**src/rtl/rx_drain_arb_pkg.sv**
```systemverilog
// Shared types and helpers for the RX FIFO drain arbiter: FSM encoding,
// index-width helper and the rotate-priority search used by rr_pick.
package rx_drain_arb_pkg;

   localparam int unsigned RR_MAX_N = 8;
   localparam int unsigned RR_IDX_W = 3;

   typedef enum logic {
      ST_IDLE  = 1'b0,
      ST_BURST = 1'b1
   } state_t;

   function automatic int unsigned idx_w(input int unsigned n);
      return (n > 1) ? $clog2(n) : 1;
   endfunction

   // Returns {found, index} of the first set bit of mask at or above start+1, wrapping at n.
   function automatic logic [RR_IDX_W:0] rr_first(input logic [RR_MAX_N-1:0] mask,
                                                  input logic [RR_IDX_W-1:0] start,
                                                  input int unsigned         n);
      logic                found;
      logic [RR_IDX_W-1:0] idx;
      int unsigned         k;
      found = 1'b0;
      idx   = '0;
      for (int unsigned i = 1; i <= RR_MAX_N; i++) begin
         if (i <= n) begin
            k = (32'(start) + i) % n;
            if (!found && mask[k[RR_IDX_W-1:0]]) begin
               found = 1'b1;
               idx   = k[RR_IDX_W-1:0];
            end
         end
      end
      return {found, idx};
   endfunction

endpackage

```
**src/rtl/rx_drain_arb_rr_pick.sv**
```systemverilog
// Combinational rotate-priority encoder: first requester after i_last, wrapping.
module rr_pick
   import rx_drain_arb_pkg::*;
#(
   parameter  int unsigned NSM = 4,
   localparam int unsigned IW  = idx_w(NSM)
) (
   input  logic [NSM-1:0] i_req,
   input  logic [IW-1:0]  i_last,
   output logic [IW-1:0]  o_grant,
   output logic           o_found
);

   logic [RR_MAX_N-1:0] w_mask;
   logic [RR_IDX_W:0]   w_res;

   always_comb begin
      w_mask          = '0;
      w_mask[NSM-1:0] = i_req;
      w_res           = rr_first(w_mask, RR_IDX_W'(i_last), NSM);
      o_found         = w_res[RR_IDX_W];
      o_grant         = IW'(w_res[RR_IDX_W-1:0]);
   end

endmodule

```
**src/rtl/rx_drain_arb.sv**
```systemverilog
// Round-robin burst drain of NSM RX FIFOs onto one registered valid/ready stream.
// Optional RX_DRAIN_STATS_EN adds per-SM saturating word counters (stat_words, stat_clr).
module rx_drain_arb
   import rx_drain_arb_pkg::*;
#(
   parameter  int unsigned NSM       = 4,
   parameter  int unsigned WIDTH     = 32,
   parameter  int unsigned BURST_LEN = 4,
   localparam int unsigned IW        = idx_w(NSM),
   localparam int unsigned CW        = $clog2(BURST_LEN) + 1
) (
   input  logic                 clk,
   input  logic                 reset_n,
   input  logic [NSM-1:0]       sm_en,
   input  logic [NSM-1:0]       rx_empty,
   input  logic [NSM*WIDTH-1:0] rx_data,
   output logic [NSM-1:0]       rx_pull,
   output logic                 out_valid,
   input  logic                 out_ready,
   output logic [WIDTH-1:0]     out_data,
   output logic [IW-1:0]        out_sm,
   output logic                 busy
`ifdef RX_DRAIN_STATS_EN
   ,
   output logic [NSM*16-1:0]    stat_words,
   input  logic                 stat_clr
`endif
);

   state_t           r_state;
   state_t           w_state_nxt;
   logic [IW-1:0]    r_grant;
   logic [IW-1:0]    r_last;
   logic [IW-1:0]    w_pick;
   logic             w_found;
   logic [CW-1:0]    r_cnt;
   logic             r_out_valid;
   logic [WIDTH-1:0] r_out_data;
   logic [IW-1:0]    r_out_sm;
   logic [WIDTH-1:0] w_head;
   logic [NSM-1:0]   w_req;
   logic             w_req_g;
   logic             w_slot_free;
   logic             w_xfer;
   logic             w_last_word;

   assign w_req = sm_en & ~rx_empty;

   rr_pick #(.NSM(NSM)) u_pick (
      .i_req   (w_req),
      .i_last  (r_last),
      .o_grant (w_pick),
      .o_found (w_found)
   );

   always_comb begin
      w_head  = '0;
      w_req_g = 1'b0;
      for (int unsigned i = 0; i < NSM; i++) begin
         if (IW'(i) == r_grant) begin
            w_head  = rx_data[i*WIDTH +: WIDTH];
            w_req_g = w_req[i];
         end
      end
   end

   assign w_slot_free = !r_out_valid || out_ready;
   assign w_xfer      = (r_state == ST_BURST) && w_req_g && w_slot_free;
   assign w_last_word = (r_cnt == CW'(BURST_LEN - 1));

   always_ff @(posedge clk or negedge reset_n) begin
      if (!reset_n) r_state <= ST_IDLE;
      else          r_state <= w_state_nxt;
   end

   // A stalled slot with the FIFO still requesting keeps the burst open.
   always_comb begin
      w_state_nxt = r_state;
      case (r_state)
         ST_IDLE:  if (w_found) w_state_nxt = ST_BURST;
         ST_BURST: if (!w_req_g || (w_xfer && w_last_word)) w_state_nxt = ST_IDLE;
         default:  w_state_nxt = ST_IDLE;
      endcase
   end

   always_comb begin
      rx_pull = '0;
      if (w_xfer) rx_pull[r_grant] = 1'b1;
      busy = (r_state == ST_BURST);
   end

   always_ff @(posedge clk or negedge reset_n) begin
      if (!reset_n) begin
         r_grant     <= '0;
         r_last      <= IW'(NSM - 1);
         r_cnt       <= '0;
         r_out_valid <= 1'b0;
         r_out_data  <= '0;
         r_out_sm    <= '0;
      end else begin
         if (r_state == ST_IDLE && w_found) begin
            r_grant <= w_pick;
            r_cnt   <= '0;
         end
         if (w_xfer) begin
            r_out_data  <= w_head;
            r_out_sm    <= r_grant;
            r_out_valid <= 1'b1;
            r_cnt       <= r_cnt + CW'(1);
         end else if (r_out_valid && out_ready) begin
            r_out_valid <= 1'b0;
         end
         if (r_state == ST_BURST && w_state_nxt == ST_IDLE) r_last <= r_grant;
      end
   end

   assign out_valid = r_out_valid;
   assign out_data  = r_out_data;
   assign out_sm    = r_out_sm;

`ifdef RX_DRAIN_STATS_EN
   logic [15:0] r_stat [NSM];

   always_ff @(posedge clk or negedge reset_n) begin
      if (!reset_n) begin
         for (int unsigned i = 0; i < NSM; i++) r_stat[i] <= '0;
      end else begin
         for (int unsigned i = 0; i < NSM; i++) begin
            if (stat_clr)                             r_stat[i] <= '0;
            else if (rx_pull[i] && r_stat[i] != '1)   r_stat[i] <= r_stat[i] + 16'd1;
         end
      end
   end

   always_comb begin
      stat_words = '0;
      for (int unsigned i = 0; i < NSM; i++) stat_words[i*16 +: 16] = r_stat[i];
   end
`endif

endmodule

```
**config.mk**
```make
export PLATFORM = sky130hd
export DESIGN_NAME = rx_drain_arb
export DESIGN_NICKNAME = d
export VERILOG_FILES = /design/src/rtl/rx_drain_arb_pkg.sv /design/src/rtl/rx_drain_arb_rr_pick.sv /design/src/rtl/rx_drain_arb.sv
export SDC_FILE = /design/constraint.sdc
export NUM_CORES = 1
export LEC_CHECK = 0
export ABC_AREA = 1
export CAP_MARGIN = 10
export CORE_MARGIN = 4
export CORE_UTILIZATION = 29
export DETAILED_ROUTE_END_ITERATION = 7
export PLACE_DENSITY = 0.73
export SYNTH_ARGS = -nofsm -noshare
export SYNTH_HDL_FRONTEND = slang
export SYNTH_HIERARCHICAL = 1
export SYNTH_SLANG_ARGS = --single-unit
export TNS_END_PERCENT = 100
```
**constraint.sdc**
```tcl
create_clock -name clk -period 1.5 [get_ports clk]
set_input_delay 0.3 -clock clk [delete_from_list [all_inputs] [get_ports clk]]
set_output_delay 0.3 -clock clk [all_outputs]
set_load 0.05 [all_outputs]
```
==> summary.txt <==
Worst Slack Setup Final = -466.8 ps
# rows = 35
Post-Syn Nets = 546
Tmin final = 1967 ps
Slew @ Worst Pin = 364.4 ps
Pwr Density = 2345 nW/um2
CTS tree = built
Share of power burned in registers = 16.8%
Register area share after synthesis = 39.11%
Cell count after synthesis = 405
Initial antenna violation count = 0
Max-slew violation count = 0
Vias after detailed routing = 3610
H-tree depth = 2
Total CTS buffers = 5
Worst skew pair latency = 290 ps
Ys Warns = 6
Clock Path Buffers = 2
Unrepaired setup endpoints after global routing = true
Vias per inst = 4.744
DIE HEIGHT = 105.5 um
Boundary pin count = 179
Pre-antenna DRT Iters = 4
Period utilization = 131.1%
Total die area = 11130 um2
Clk sinks = 43
Hold Crit Start = r_cnt[1]
CP Launch Point = r_grant[1]
Final Wtd Congestion = 0.8399
Final WL = 11480 um
ANT cells = 0
Number of global-route vias before repair = 3732
Synth area leaders = dfrtp_1 (37%), nand2_1 (23%), nand3_1 (8.0%)
Failing checks = negative setup slack
Final nets = 772
DR DRC count = 0
Worst r2r src = r_grant[1]
First-pass GRT wire length = 18150 um
Status = finished with violations
IO Port Bufs = 178
GRT overflow = 0
Post-Syn Area per Cell = 6.809 um2
Leakage = 2.801 nW
NetSw = 6.608 mW
Worst vdd ir = 1116 uV
Width of the die = 105.5 um
Clock-pin transition on the worst setup and hold timing paths = 90 ps
Setup tns final = -15370 ps
Maxcap violations = 0
Maximum fanout along the worst path = 5
Worst setup SP type = flop
Synth-to-Final Area Change = 121.3%
Share of the synthesized area in the top cell type = 37.21%
Critical path type = flop to output port
Worst Setup End Kind = output port
F_max = 508.4 MHz
Post-synthesis register bit count = 43
Crit path DAT = 1670 ps
Pin count of the biggest net entering global routing = 33
Most frequent cell after synthesis = nand2_1
Core ar. = 9240 um2
Initial Utilization = 29.84%
WL/cell = 15.08 um
Starting DRT DRC Count = 117
Int Power = 7.702 mW
Clock Power Share = 6.5%
Final Setup Violations = 47
Worst hold-check path type = flop to flop
Top FF cell, synth = dfrtp_1
Layout cell share with drive strength beyond 1 = 29.43%
Post-synth EDFFs = 0
Setup WS pre-CTS = -578.5 ps
Worst Skew = 7.624 ps
CTS Root Cell = clkbuf_8
Synth area leader = dfrtp_1
GRT Util Overall = 20.32%
Sw Share = 46.17%
Number of library cell types mapped by synthesis = 27
Ys async rst share = 100.0%
WP data required = 1200 ps
Max-slew headroom = 75.71%
Combinational fraction of design power = 76.6%
Synth Cell Area = 2758 um2
Hpwl dp = 8415 um
Final hold violations = 0
Routed Antenna Nets = 0
Most frequent cells after synthesis = nand2_1 (169), nand3_1 (44), dfrtp_1 (41)
-- final cells by class --
class	count	area [um2]
clock buffers	6	82.58
clock inverters	2	35.03
fillers	773	3137
inverters	19	83.83
multi-input cells	321	1698
flip-flops and latches	43	1084
well taps	129	161.4
repair buffers	241	2959
-- metrics by stage --
step | std cells | util (%) | power [mW] | hold WS [ps] | instance area, um2
2_1_floorplan | 405 | - | 6.858 | 4.409 | 2816
3_3_place_gp | 724 | 57.54 | 10.63 | 309.8 | 5316
3_5_place_dp | 724 | 57.54 | 10.80 | 311.3 | 5316
4_1_cts | 761 | 65.01 | 14.05 | 515.7 | 6007
5_1_grt | 761 | 66.05 | 15.16 | 546.7 | 6103
6_report | 761 | 66.05 | 14.31 | 521.9 | 6103
-- metal layers --
metal  vias to the layer above  wire, um  global-route usage, %
li1                       1766         -                      -
met1                      1696      4410                  23.17
met2                       130      6115                  38.30
met3                        18       756                  4.409
met4                         0       196                  4.903
met5                         -         0                      0
-- power by group through the flow --
stage	combinational, mW	sequential, mW	clock, mW
final	11.0	2.41	0.933
after floorplan	3.29	3.57	0
after global routing	11.7	2.48	1.02
after detailed placement	8.42	2.38	0
after global placement	8.27	2.36	0
after CTS	10.7	2.36	0.968
-- repair_timing --
item	CTS	global route
gates resized for setup	79	32
buffers inserted	19	1
hold buffers	1	0
setup endpoints to repair	45	47
pin swaps	9	2
endpoints found under the hold margin	17	0
cloned	9	0
-- worst max-delay path: stages, from the launching register on --
cell and delay (ps):
dfrtp_2 470, inv_4 90, nor2_4 30, nand2_1 50, nand3_1 70, nand2_2 80, nand3_2 100, buf_12 150
nor3_4 160, buf_12 160
-- kinds of logic (layout without fill, tap and decap cells) --
kind of cell / count (synthesis) / count (layout) / share of synthesized area [%]
compound gates: 71 / 71 / 12.98
fa+ha+maj: 2 / 2 / 0.9073
buf+inv: 41 / 268 / 7.486
flops: 43 / 43 / 39.11
simple gates: 248 / 248 / 39.52
-- layout by cell type (no fill, tap or decap), types with 8 or more instances in the layout --
cell	netlist	routed
a21oi_1	36	36
buf_12	0	50
buf_16	0	8
buf_4	1	39
clkdlybuf4s50_1	0	136
dfrtp_1	41	37
inv_1	16	15
nand2_1	169	149
nand2_2	9	18
nand2_4	5	16
nand3_1	44	44
o21ai_1	4	14
o21ai_2	0	19
-- worst paths after layout --
kind,end,slack [ps],depth (start not counted)
max reg2reg,out_data[12],-440,14
max,rx_pull[2],-470,9
min reg2reg,r_cnt[1],520,2
min,r_cnt[1],520,2
max in group asynchronous,out_sm[1],650,3
min in group asynchronous,out_data[15],570,3
-- registers in the layout, indices dropped and copies added, names as in the netlist --
name       flops
out_sm         2
r_cnt          3
r_grant        2
busy           1
out_data      32
out_valid      1
r_last         2
(Power assumes the default switching activity.)
